--- config.mk ---
export PLATFORM = sky130hd
export DESIGN_NAME = gdu_rect_fill
export DESIGN_NICKNAME = d
export VERILOG_FILES = /design/src/rtl/gdu_rect_fill.sv
export SDC_FILE = /design/constraint.sdc
export NUM_CORES = 1
export LEC_CHECK = 0
export ABC_AREA = 1
export BUFFER_PORTS_ARGS = -buffer_cell sky130_fd_sc_hd__buf_2
export CAP_MARGIN = 15
export CORE_MARGIN = 3
export CORE_UTILIZATION = 30
export CTS_BUF_LIST = sky130_fd_sc_hd__clkbuf_4
export CTS_CLUSTER_SIZE = 10
export DETAILED_ROUTE_END_ITERATION = 10
export SETUP_SLACK_MARGIN = 0.02
export SLEW_MARGIN = 20
export SYNTH_ARGS = -nofsm -noshare
export SYNTH_HDL_FRONTEND = slang
export SYNTH_SLANG_ARGS = --single-unit
--- constraint.sdc ---
create_clock -name clk -period 11 [get_ports clk]
set_input_delay 0 -clock clk [delete_from_list [all_inputs] [get_ports clk]]
set_output_delay 0 -clock clk [all_outputs]
set_load 0.05 [all_outputs]
--- src/rtl/gdu_rect_fill.sv ---
// Rectangle-fill graphics drawing unit: Avalon-MM register file and command FIFO feeding a
// word-packing framebuffer rasteriser. Define GDU_STALL_CNT_EN to add the register 6 stall counter.
module gdu_rect_fill #(
    parameter logic [31:0] FB_BASE   = 32'h0800_0000,
    parameter int          FB_WIDTH  = 640,
    parameter int          FB_HEIGHT = 480,
    parameter int          BPP       = 16,
    parameter int          CMD_DEPTH = 4
) (
    input  logic        clk,
    input  logic        reset,
    output logic [31:0] avalon_mm_master_address,
    output logic [3:0]  avalon_mm_master_byteenable,
    input  logic        avalon_mm_master_waitrequest,
    output logic        avalon_mm_master_write,
    output logic [31:0] avalon_mm_master_writedata,
    input  logic [9:0]  avalon_mm_slave_address,
    input  logic [3:0]  avalon_mm_slave_byteenable,
    input  logic        avalon_mm_slave_read,
    output logic [31:0] avalon_mm_slave_readdata,
    input  logic        avalon_mm_slave_write,
    input  logic [31:0] avalon_mm_slave_writedata
);

    localparam int PPW        = 32 / BPP;
    localparam int LANE_BYTES = BPP / 8;
    localparam int PPW_SHIFT  = $clog2(PPW);
    localparam int PTR_W      = $clog2(CMD_DEPTH);
    localparam int CNT_W      = PTR_W + 1;
    localparam int CMD_W      = 40 + BPP;
    localparam logic [31:0]      FB_W    = 32'(FB_WIDTH);
    localparam logic [31:0]      FB_H    = 32'(FB_HEIGHT);
    localparam logic [CNT_W-1:0] DEPTH_C = CNT_W'(CMD_DEPTH);

    typedef enum logic [1:0] {
        IDLE  = 2'd0,
        LOAD  = 2'd1,
        WRITE = 2'd2,
        NEXT  = 2'd3
    } state_t;

    function automatic logic [31:0] replicate_color(input logic [BPP-1:0] c);
        logic [31:0] r;
        r = 32'd0;
        for (int l = 0; l < PPW; l++) begin
            r[l*BPP +: BPP] = c;
        end
        return r;
    endfunction

    // A lane is enabled when its linear pixel index lies inside the current row span [pf, pl].
    function automatic logic [3:0] lane_mask(input logic [31:0] word, input logic [31:0] pf,
                                             input logic [31:0] pl);
        logic [3:0]  m;
        logic [31:0] p;
        m = 4'd0;
        for (int l = 0; l < PPW; l++) begin
            p = (word << PPW_SHIFT) + 32'(l);
            if ((p >= pf) && (p <= pl)) begin
                m[l*LANE_BYTES +: LANE_BYTES] = {LANE_BYTES{1'b1}};
            end else begin
                m[l*LANE_BYTES +: LANE_BYTES] = {LANE_BYTES{1'b0}};
            end
        end
        return m;
    endfunction

    state_t             state_r, state_nxt_s;
    logic [9:0]         reg_x0_r, reg_y0_r, reg_w_r, reg_h_r;
    logic [BPP-1:0]     reg_color_r;
    logic               overflow_r;
    logic [31:0]        readdata_r;
    logic [CMD_W-1:0]   fifo_mem_r [CMD_DEPTH];
    logic [PTR_W-1:0]   wr_ptr_r, rd_ptr_r;
    logic [CNT_W-1:0]   fifo_cnt_r;
    logic [9:0]         cur_x0_r, cur_y0_r, cur_w_r, cur_h_r;
    logic [BPP-1:0]     cur_color_r;
    logic [31:0]        row_r, word_r, last_word_r, pfirst_r, plast_r;
    logic               master_write_r;
    logic [31:0]        master_address_r, master_writedata_r;
    logic [3:0]         master_byteenable_r;

    logic               go_s, clr_s, full_s, fifo_empty_s, pop_s, push_s, busy_s;
    logic [CMD_W-1:0]   cmd_in_s, head_s;
    logic [31:0]        status_s, rd_mux_s;
    logic [31:0]        x_end_sum_s, y_end_sum_s, xe_s, ye_s, row_sel_s, pf_s, pl_s, word_s;
    logic               cmd_empty_s, new_span_s, row_done_s, load_out_s, unused_s;

    assign go_s         = avalon_mm_slave_write && (avalon_mm_slave_address == 10'd3);
    assign clr_s        = avalon_mm_slave_write && (avalon_mm_slave_address == 10'd5);
    assign full_s       = (fifo_cnt_r == DEPTH_C);
    assign fifo_empty_s = (fifo_cnt_r == {CNT_W{1'b0}});
    assign pop_s        = (state_r == IDLE) && !fifo_empty_s;
    assign push_s       = go_s && (!full_s || pop_s);
    assign busy_s       = (state_r != IDLE) || !fifo_empty_s;
    assign cmd_in_s     = {reg_x0_r, reg_y0_r, reg_w_r, reg_h_r, reg_color_r};
    assign head_s       = fifo_mem_r[rd_ptr_r];
    assign unused_s     = ^{avalon_mm_slave_byteenable, avalon_mm_slave_writedata};

    assign avalon_mm_master_write       = master_write_r;
    assign avalon_mm_master_address     = master_address_r;
    assign avalon_mm_master_byteenable  = master_byteenable_r;
    assign avalon_mm_master_writedata   = master_writedata_r;
    assign avalon_mm_slave_readdata     = readdata_r;

    // Host-visible shadow registers; GO snapshots them, so later writes never touch a queued command.
    always_ff @(posedge clk or negedge reset) begin
        if (!reset) begin
            reg_x0_r    <= 10'd0;
            reg_y0_r    <= 10'd0;
            reg_w_r     <= 10'd0;
            reg_h_r     <= 10'd0;
            reg_color_r <= {BPP{1'b0}};
        end else if (avalon_mm_slave_write) begin
            case (avalon_mm_slave_address)
                10'd0: begin
                    reg_x0_r <= avalon_mm_slave_writedata[9:0];
                    reg_y0_r <= avalon_mm_slave_writedata[25:16];
                end
                10'd1: begin
                    reg_w_r <= avalon_mm_slave_writedata[9:0];
                    reg_h_r <= avalon_mm_slave_writedata[25:16];
                end
                10'd2:   reg_color_r <= avalon_mm_slave_writedata[BPP-1:0];
                default: reg_color_r <= reg_color_r;
            endcase
        end
    end

    // Sticky overflow; a GO dropped in the same cycle as CLR still leaves the flag set.
    always_ff @(posedge clk or negedge reset) begin
        if (!reset) begin
            overflow_r <= 1'b0;
        end else if (go_s && full_s && !pop_s) begin
            overflow_r <= 1'b1;
        end else if (clr_s) begin
            overflow_r <= 1'b0;
        end
    end

`ifdef GDU_STALL_CNT_EN
    logic [31:0] stall_cnt_r;

    // Saturating count of master cycles spent stalled by waitrequest.
    always_ff @(posedge clk or negedge reset) begin
        if (!reset) begin
            stall_cnt_r <= 32'd0;
        end else if (avalon_mm_slave_write && (avalon_mm_slave_address == 10'd6)) begin
            stall_cnt_r <= 32'd0;
        end else if (master_write_r && avalon_mm_master_waitrequest && (stall_cnt_r != 32'hFFFF_FFFF)) begin
            stall_cnt_r <= stall_cnt_r + 32'd1;
        end
    end
`endif

    // Status word and read-data selection.
    always_comb begin
        status_s       = 32'd0;
        status_s[0]    = busy_s;
        status_s[1]    = full_s;
        status_s[15:8] = 8'(fifo_cnt_r);
        status_s[16]   = overflow_r;
        rd_mux_s       = 32'd0;
        case (avalon_mm_slave_address)
            10'd0:   rd_mux_s = {6'd0, reg_y0_r, 6'd0, reg_x0_r};
            10'd1:   rd_mux_s = {6'd0, reg_h_r, 6'd0, reg_w_r};
            10'd2:   rd_mux_s = 32'(reg_color_r);
            10'd4:   rd_mux_s = status_s;
`ifdef GDU_STALL_CNT_EN
            10'd6:   rd_mux_s = stall_cnt_r;
`endif
            default: rd_mux_s = 32'd0;
        endcase
    end

    // Registered slave read data, updated only when a read is sampled.
    always_ff @(posedge clk or negedge reset) begin
        if (!reset) begin
            readdata_r <= 32'd0;
        end else if (avalon_mm_slave_read) begin
            readdata_r <= rd_mux_s;
        end
    end

    // Command FIFO storage.
    always_ff @(posedge clk) begin
        if (push_s) begin
            fifo_mem_r[wr_ptr_r] <= cmd_in_s;
        end
    end

    // Command FIFO pointers and occupancy.
    always_ff @(posedge clk or negedge reset) begin
        if (!reset) begin
            wr_ptr_r   <= {PTR_W{1'b0}};
            rd_ptr_r   <= {PTR_W{1'b0}};
            fifo_cnt_r <= {CNT_W{1'b0}};
        end else begin
            if (push_s) wr_ptr_r <= wr_ptr_r + 1'b1;
            if (pop_s)  rd_ptr_r <= rd_ptr_r + 1'b1;
            fifo_cnt_r <= fifo_cnt_r + CNT_W'(push_s) - CNT_W'(pop_s);
        end
    end

    // Clip bounds and next word / row span, evaluated in LOAD (first row) and NEXT (advance).
    always_comb begin
        x_end_sum_s = {22'd0, cur_x0_r} + {22'd0, cur_w_r};
        y_end_sum_s = {22'd0, cur_y0_r} + {22'd0, cur_h_r};
        xe_s        = (x_end_sum_s > FB_W) ? FB_W : x_end_sum_s;
        ye_s        = (y_end_sum_s > FB_H) ? FB_H : y_end_sum_s;
        cmd_empty_s = (cur_w_r == 10'd0) || (cur_h_r == 10'd0) ||
                      ({22'd0, cur_x0_r} >= FB_W) || ({22'd0, cur_y0_r} >= FB_H);
        row_sel_s   = (state_r == LOAD) ? {22'd0, cur_y0_r} : (row_r + 32'd1);
        new_span_s  = (state_r == LOAD) || (word_r == last_word_r);
        row_done_s  = (row_r + 32'd1) >= ye_s;
        pf_s        = pfirst_r;
        pl_s        = plast_r;
        word_s      = word_r + 32'd1;
        if (new_span_s) begin
            pf_s   = row_sel_s * FB_W + {22'd0, cur_x0_r};
            pl_s   = row_sel_s * FB_W + xe_s - 32'd1;
            word_s = pf_s >> PPW_SHIFT;
        end
    end

    // Rasteriser state register.
    always_ff @(posedge clk or negedge reset) begin
        if (!reset) begin
            state_r <= IDLE;
        end else begin
            state_r <= state_nxt_s;
        end
    end

    // Rasteriser next-state logic.
    always_comb begin
        state_nxt_s = state_r;
        case (state_r)
            IDLE:    state_nxt_s = fifo_empty_s ? IDLE : LOAD;
            LOAD:    state_nxt_s = cmd_empty_s ? IDLE : WRITE;
            WRITE:   state_nxt_s = avalon_mm_master_waitrequest ? WRITE : NEXT;
            NEXT:    state_nxt_s = ((word_r == last_word_r) && row_done_s) ? IDLE : WRITE;
            default: state_nxt_s = IDLE;
        endcase
        load_out_s = (state_nxt_s == WRITE) && (state_r != WRITE);
    end

    // In-flight command and raster position.
    always_ff @(posedge clk or negedge reset) begin
        if (!reset) begin
            cur_x0_r    <= 10'd0;
            cur_y0_r    <= 10'd0;
            cur_w_r     <= 10'd0;
            cur_h_r     <= 10'd0;
            cur_color_r <= {BPP{1'b0}};
            row_r       <= 32'd0;
            word_r      <= 32'd0;
            last_word_r <= 32'd0;
            pfirst_r    <= 32'd0;
            plast_r     <= 32'd0;
        end else begin
            if (pop_s) begin
                cur_x0_r    <= head_s[BPP+39 -: 10];
                cur_y0_r    <= head_s[BPP+29 -: 10];
                cur_w_r     <= head_s[BPP+19 -: 10];
                cur_h_r     <= head_s[BPP+9 -: 10];
                cur_color_r <= head_s[BPP-1:0];
            end
            if ((state_r == LOAD) || (state_r == NEXT)) begin
                word_r      <= word_s;
                pfirst_r    <= pf_s;
                plast_r     <= pl_s;
                last_word_r <= pl_s >> PPW_SHIFT;
                if (new_span_s) row_r <= row_sel_s;
            end
        end
    end

    // Master outputs are loaded on entry to WRITE and held until waitrequest releases the transfer.
    always_ff @(posedge clk or negedge reset) begin
        if (!reset) begin
            master_write_r      <= 1'b0;
            master_address_r    <= 32'd0;
            master_byteenable_r <= 4'd0;
            master_writedata_r  <= 32'd0;
        end else if (load_out_s) begin
            master_write_r      <= 1'b1;
            master_address_r    <= FB_BASE + (word_s << 2);
            master_byteenable_r <= lane_mask(word_s, pf_s, pl_s);
            master_writedata_r  <= replicate_color(cur_color_r);
        end else if ((state_r == WRITE) && !avalon_mm_master_waitrequest) begin
            master_write_r      <= 1'b0;
            master_address_r    <= 32'd0;
            master_byteenable_r <= 4'd0;
            master_writedata_r  <= 32'd0;
        end
    end

endmodule

==> flow_summary.json, run 1 <==
{
  "top_layer": "met4",
  "yosys_register_bits": 549,
  "fin_ws_ns": 3.18,
  "grt_pass1_wl_um": 136000,
  "rsz0062_at_grt": "false",
  "cts_buffer_depth": 3,
  "wl_um": 86100,
  "num_vias": 26028,
  "skew_ns": 0.0554,
  "max_freq_mhz": 128,
  "critPathMaxStageDelay_ns": 0.60,
  "seqCellArea_um2": 14900,
  "p_leak_nw": 17.0,
  "hold_viol_final": 0,
  "ir_drop_mv": 0.115,
  "slew_headroom": 0.325,
  "fin_crit_ns": 7.82,
  "min_period_over_period": 0.711,
  "p_per_area_nw_per_um2": 126,
  "fillers": 10770,
  "clk_pin_slew_worst_paths_ns": 0.07,
  "port_buffers": 133,
  "p_total_mw": 4.55,
  "finalSetupTns_ns": 0,
  "yosysUniqueCellTypes": 59,
  "drt_pass1_iterations": 5,
  "start_util": 0.304,
  "synthArstFlopShare": 0.592,
  "grt_pass1_vias": 24874,
  "synth_cells": 3731,
  "worst-setup-path-type": "reg2reg",
  "vias_per_cell": 4.75,
  "grt_util_all_layers": 0.158,
  "drive_gt1_frac": 0.112,
  "cts_setup_buffers": 0,
  "met3_length_um": 4110,
  "clock_latency_ns": 0.99,
  "syn_area_um2": 31200,
  "clkSinkCount": 549,
  "dpl.hpwl_um": 59200,
  "drc": 0,
  "drv_slew": 0,
  "place_ws_ns": 3.31,
  "die_w_um": 328,
  "wl_per_cell_um": 15.7,
  "final_nets": 4240,
  "worst_path_max_delay_cell": "o31ai_1",
  "die_h_um": 328,
  "antenna_found_initial": 2,
  "row_count": 117,
  "wirelength_met1_um": 40300,
  "cp.required_ns": 11.83,
  "endpoint_kind": "flop",
  "layout_common_cells": "nand2_1, o21ai_0, inv_1",
  "met2_length_um": 39200,
  "fin_area_um2": 36000,
  "cts_buffers": 151,
  "post_dp_cell_area_um2": 33100,
  "hold_class": "in2reg",
  "synth_ff_type": "dfrtp_1",
  "grt_max_degree": 155,
  "status": "complete, no violations",
  "place.gp.congestion": 0.901,
  "synth_edf_count": 224,
  "worstPathArrival_ns": 8.65,
  "top_level_ports": 152,
  "die-area_um2": 108000,
  "worst-path-max-fanout": 23,
  "setup_violations": 0,
  "overflow": 0,
  "first_iter_violations": 1601,
  "worst_path_most_repeated_cell": "nand2_1",
  "tightestPinTransition_ns": 1.00,
  "avgSynthCellArea_um2": 8.35,
  "critPathLaunchType": "flop",
  "core_um2": 102000,
  "final_antenna_net_count": 0,
  "ys_warn_count": 0,
  "htreeDepth": 4,
  "final_common_cell": "nand2_1",
  "maxCapViolCount": 0,
  "cts_tree": "built",
  "root_buffer": "clkbuf_4",
  "ys_seq_area_frac": 0.477,
  "syn_to_final_growth_pct": 15.7,
  "multi_input_area_um2": 14000
}
==> registers in the layout, indices dropped and copies added, names as in the netlist, 16 cells and up <==
name	cells
avalon_mm_master_address	30
avalon_mm_master_writedata	16
avalon_mm_slave_readdata	26
cur_color_r	16
fifo_mem_r	224
pfirst_r	32
plast_r	32
reg_color_r	16
row_r	32
word_r	32
==> logic make-up (layout without fill, tap and decap cells) <==
| group | after synthesis | after routing | synth area share |
|---|---|---|---|
| AO/OA/AOI/OAI | 772 | 772 | 0.134 |
| XOR/XNOR | 95 | 95 | 0.0267 |
| adder cells (fa/ha/maj) | 209 | 209 | 0.0854 |
| buffers and inverters | 597 | 961 | 0.0766 |
| flip-flops | 549 | 549 | 0.477 |
| multiplexers | 7 | 7 | 0.00253 |
| other | 2 | 18 | 0.000241 |
| AND/OR/NAND/NOR | 1500 | 1500 | 0.198 |
==> critical path, delay by kind of cell (launching register included) <==
kind                     cells  cell delay [ns]
adder cells (fa/ha/maj)      4             1.34
AO/OA/AOI/OAI                7             1.94
buffers and inverters        6             1.00
AND/OR/NAND/NOR             20             2.59
flip-flops                   1             0.43
XOR/XNOR                     1             0.39
==> metal layers <==
layer,vias to the layer above,GRT usage
met5,-,0
met1,12213,0.216
met4,0,0.0552
met2,627,0.253
met3,161,0.0283
li1,13027,-
==> cell usage after synthesis, types with 4 or more instances <==
| master | instances | area (um2) |
|---|---|---|
| mux2_2 | 7 | 78.8 |
| o21ai_1 | 9 | 45.0 |
| nand4_1 | 37 | 231 |
| dfrtp_1 | 325 | 8130 |
| edfxtp_1 | 224 | 6730 |
| nor3_1 | 45 | 225 |
| fa_1 | 6 | 120 |
| inv_1 | 433 | 1630 |
| nor3_2 | 5 | 50.1 |
| ha_1 | 203 | 2540 |
| o22ai_1 | 60 | 375 |
| a32o_1 | 5 | 50.1 |
| o21ai_0 | 479 | 2400 |
| a21o_1 | 4 | 30.0 |
| inv_2 | 6 | 22.5 |
| buf_1 | 9 | 33.8 |
| o21a_1 | 5 | 37.5 |
| xnor2_1 | 22 | 193 |
| o21bai_1 | 10 | 75.1 |
| a21oi_1 | 134 | 671 |
| o211ai_1 | 5 | 37.5 |
| buf_2 | 14 | 70.1 |
| or2_2 | 6 | 37.5 |
| nand2_2 | 4 | 25.0 |
| and3_1 | 4 | 25.0 |
| nor4_1 | 18 | 113 |
| buf_4 | 31 | 233 |
| nand3b_1 | 4 | 30.0 |
| nor2_1 | 375 | 1410 |
| a21boi_0 | 6 | 45.0 |
| clkbuf_1 | 100 | 375 |
| nor2_2 | 5 | 31.3 |
| nand2_1 | 828 | 3110 |
| a31oi_1 | 26 | 163 |
| nand3_1 | 158 | 791 |
| xor2_1 | 73 | 639 |
| a22o_1 | 13 | 114 |
==> layout make-up <==
| type | count | share of cell area |
|---|---|---|
| clock buffer | 227 | 0.0473 |
| multi-input combinational | 2594 | 0.388 |
| inverter | 441 | 0.0460 |
| sequential | 549 | 0.412 |
| timing repair buffer | 243 | 0.0483 |
| tap | 1368 | 0.0475 |
| antenna | 7 | 0.000486 |
| clock inverter | 50 | 0.00989 |
==> where the power goes <==
group / internal, mW / total (mW) / switching (mW)
Clock: 1.05 / 1.96 / 0.914
Sequential: 2.15 / 2.17 / 0.0251
Combinational: 0.118 / 0.413 / 0.295
==> metrics by stage <==
step                      hold slack, ns  std cells  utilization
final                              0.120       5479        0.352
after global routing              0.0470       5479        0.352
after CTS                        0.00355       5472        0.352
after detailed placement           0.147       5111        0.323
after global placement             0.157       5111        0.323
after floorplan                   -0.296       3740            -
==> what timing repair did <==
action / 4_1_cts / 5_1_grt
hold buffers: 84 / 0
resized for setup: 0 / 0
endpoints found under the hold margin: 424 / 0
==> path summary, 6_finish.rpt <==
kind                                                  end  cells past startpoint  slack [ns]              startpoint
setup / recovery           avalon_mm_master_byteenable[1]                     38        3.18              state_r[1]
hold / removal               avalon_mm_slave_readdata[18]                      6        0.12    avalon_mm_slave_read
setup reg to reg           avalon_mm_master_byteenable[1]                     38        3.18              state_r[1]
hold reg to reg                    avalon_mm_master_write                      2        0.47  avalon_mm_master_write
max in group asynchronous                     rd_ptr_r[0]                      4        9.94                   reset
min in group asynchronous    avalon_mm_slave_readdata[14]                      4        0.18                   reset
Power figures use the tool's default switching activity.
==> run 2, diff against run 1 <==
clock period = 7.2 ns   (was 11 ns; I/O delays follow)
==> run 2 against run 1 <==
Combinational power up 52%. Global-route usage up 0.42 points. Clock skew up 0.019 ns. Largest power group unchanged. Clock-buffer cell count up 1. Sequential share of layout area down 0.71 points.
==> flow_summary.json, run 2 (same netlist as run 1, synthesis figures left out) <==
{
  "grt_pass1_wl_um": 140000,
  "cts_buffer_depth": 3,
  "port_buffers": 133,
  "p_sw_mw": 1.89,
  "grt_pass1_vias": 25555,
  "fin_crit_ns": 6.60,
  "wl_per_cell_um": 16.1,
  "status": "complete, no violations",
  "overflow": 0,
  "die-area_um2": 108000,
  "place.gp.congestion": 0.923,
  "fin_area_um2": 36700,
  "drt_pass1_iterations": 5,
  "maxCapViolCount": 0,
  "dpl.hpwl_um": 61400,
  "seqPwrFrac": 0.485,
  "cp.required_ns": 8.06,
  "num_vias": 26582,
  "hold_viol_final": 0,
  "first_iter_violations": 1844,
  "crit_family": "simple AND/OR/NAND/NOR gates",
  "pwr-share-clk": 0.424,
  "cts_tree": "built",
  "htreeDepth": 4,
  "start_util": 0.304,
  "min_period_over_period": 0.917,
  "syn_to_final_growth_pct": 17.7,
  "intPower_mw": 4.96,
  "switching_share": 0.276,
  "largest_reg_flops": 224,
  "worst_path_most_repeated_cell": "nand2_1",
  "p_leak_nw": 17.3,
  "row_count": 117,
  "antenna_found_initial": 3,
  "cts_buffers": 150,
  "clkSinkCount": 549,
  "setup_violations": 0,
  "vias_per_cell": 4.81,
  "holdWs_ns": 0.124,
  "finalNonFillerCells": 5524,
  "final_antenna_net_count": 0,
  "drv_slew": 0,
  "worstPathArrival_ns": 7.46,
  "crit_buf_inv": 5,
  "final_common_cell": "nand2_1",
  "grt_util_all_layers": 0.163,
  "final_nets": 4298,
  "skew_ns": 0.0748,
  "top_register": "fifo_mem_r",
  "wl_um": 88900,
  "max_freq_mhz": 151,
  "post_dp_cell_area_um2": 33500,
  "critPathLaunchType": "flop",
  "hold_class": "in2reg",
  "root_buffer": "clkbuf_4",
  "drive_gt1_frac": 0.135,
  "layout_common_cells": "nand2_1, o21ai_0, inv_1",
  "worst-path-max-fanout": 4,
  "worst-setup-path-type": "reg2reg",
  "core_um2": 102000,
  "drc": 0,
  "slew_headroom": 0.288,
  "worst_path_max_delay_cell": "dfrtp_2",
  "top_level_ports": 152,
  "fin_ws_ns": 0.599,
  "tightestPinTransition_ns": 1.07,
  "die_w_um": 328,
  "ir_drop_mv": 0.118,
  "die_h_um": 328,
  "critPathMaxStageDelay_ns": 0.41,
  "p_per_area_nw_per_um2": 187,
  "place_ws_ns": 0.225,
  "clk_pin_slew_worst_paths_ns": 0.06,
  "dp_cells": 5160,
  "endpoint_kind": "flop",
  "grt_max_degree": 158,
  "clock_latency_ns": 1.02,
  "p_comb_frac": 0.091
}
[run 2: layout make-up]
cell class              count  area [um2]
flip-flops and latches    549       14900
diodes                      3        7.51
clock inverters            39         267
well taps                1368        1710
clock buffers             228        1710
multi-input cells        2594       14300
fillers                 10790       65800
repair buffers            302        2210
inverters                 441        1660
[run 2: per-layer routing]
metal | wire, um | share of wire | track usage
met4 | 2820 | 0.032 | 0.0633
met2 | 40400 | 0.45 | 0.257
met5 | 0 | 0 | 0
met1 | 40800 | 0.46 | 0.219
met3 | 4880 | 0.055 | 0.0321
[run 2: final timing paths]
path,slack [ns],start,cells after the start,endpoint
worst max register to register,0.60,row_r[8],44,avalon_mm_master_byteenable[1]
worst min-delay path,0.12,avalon_mm_slave_read,6,avalon_mm_slave_readdata[20]
worst max-delay path,0.60,row_r[8],44,avalon_mm_master_byteenable[1]
max in group asynchronous,6.07,reset,4,cur_h_r[9]
worst min register to register,0.47,avalon_mm_master_write,2,avalon_mm_master_write
min in group asynchronous,0.20,reset,4,avalon_mm_slave_readdata[12]
[run 2: worst min-delay path: cells and delay by family]
family                 cells  cell delay [ns]
buffers and inverters      4             0.94
AND/OR/NAND/NOR            2             0.14
[run 2: power groups by stage]
stage          clock, mW  combinational, mW  sequential, mW
2_1_floorplan          0              0.328            3.42
3_3_place_gp           0              0.586            3.38
3_5_place_dp           0              0.587            3.38
4_1_cts             2.99              0.624            3.32
5_1_grt             3.17              0.698            3.32
6_report            2.90              0.626            3.32
[run 2: per-stage QoR]
step	TNS, ns	util	power, mW
2_1_floorplan	0	-	3.75
3_5_place_dp	0	0.327	3.97
4_1_cts	0	0.355	6.94
6_report	0	0.358	6.85
3_3_place_gp	0	0.327	3.97
5_1_grt	-0.0723	0.358	7.19
[run 2: what timing repair did]
action | 4_1_cts | 5_1_grt
hold endpoints to repair | 419 | 0
hold buffers | 91 | 0
setup buffers | 0 | 3
endpoints found under the setup margin | 0 | 2
gates resized for setup | 0 | 74
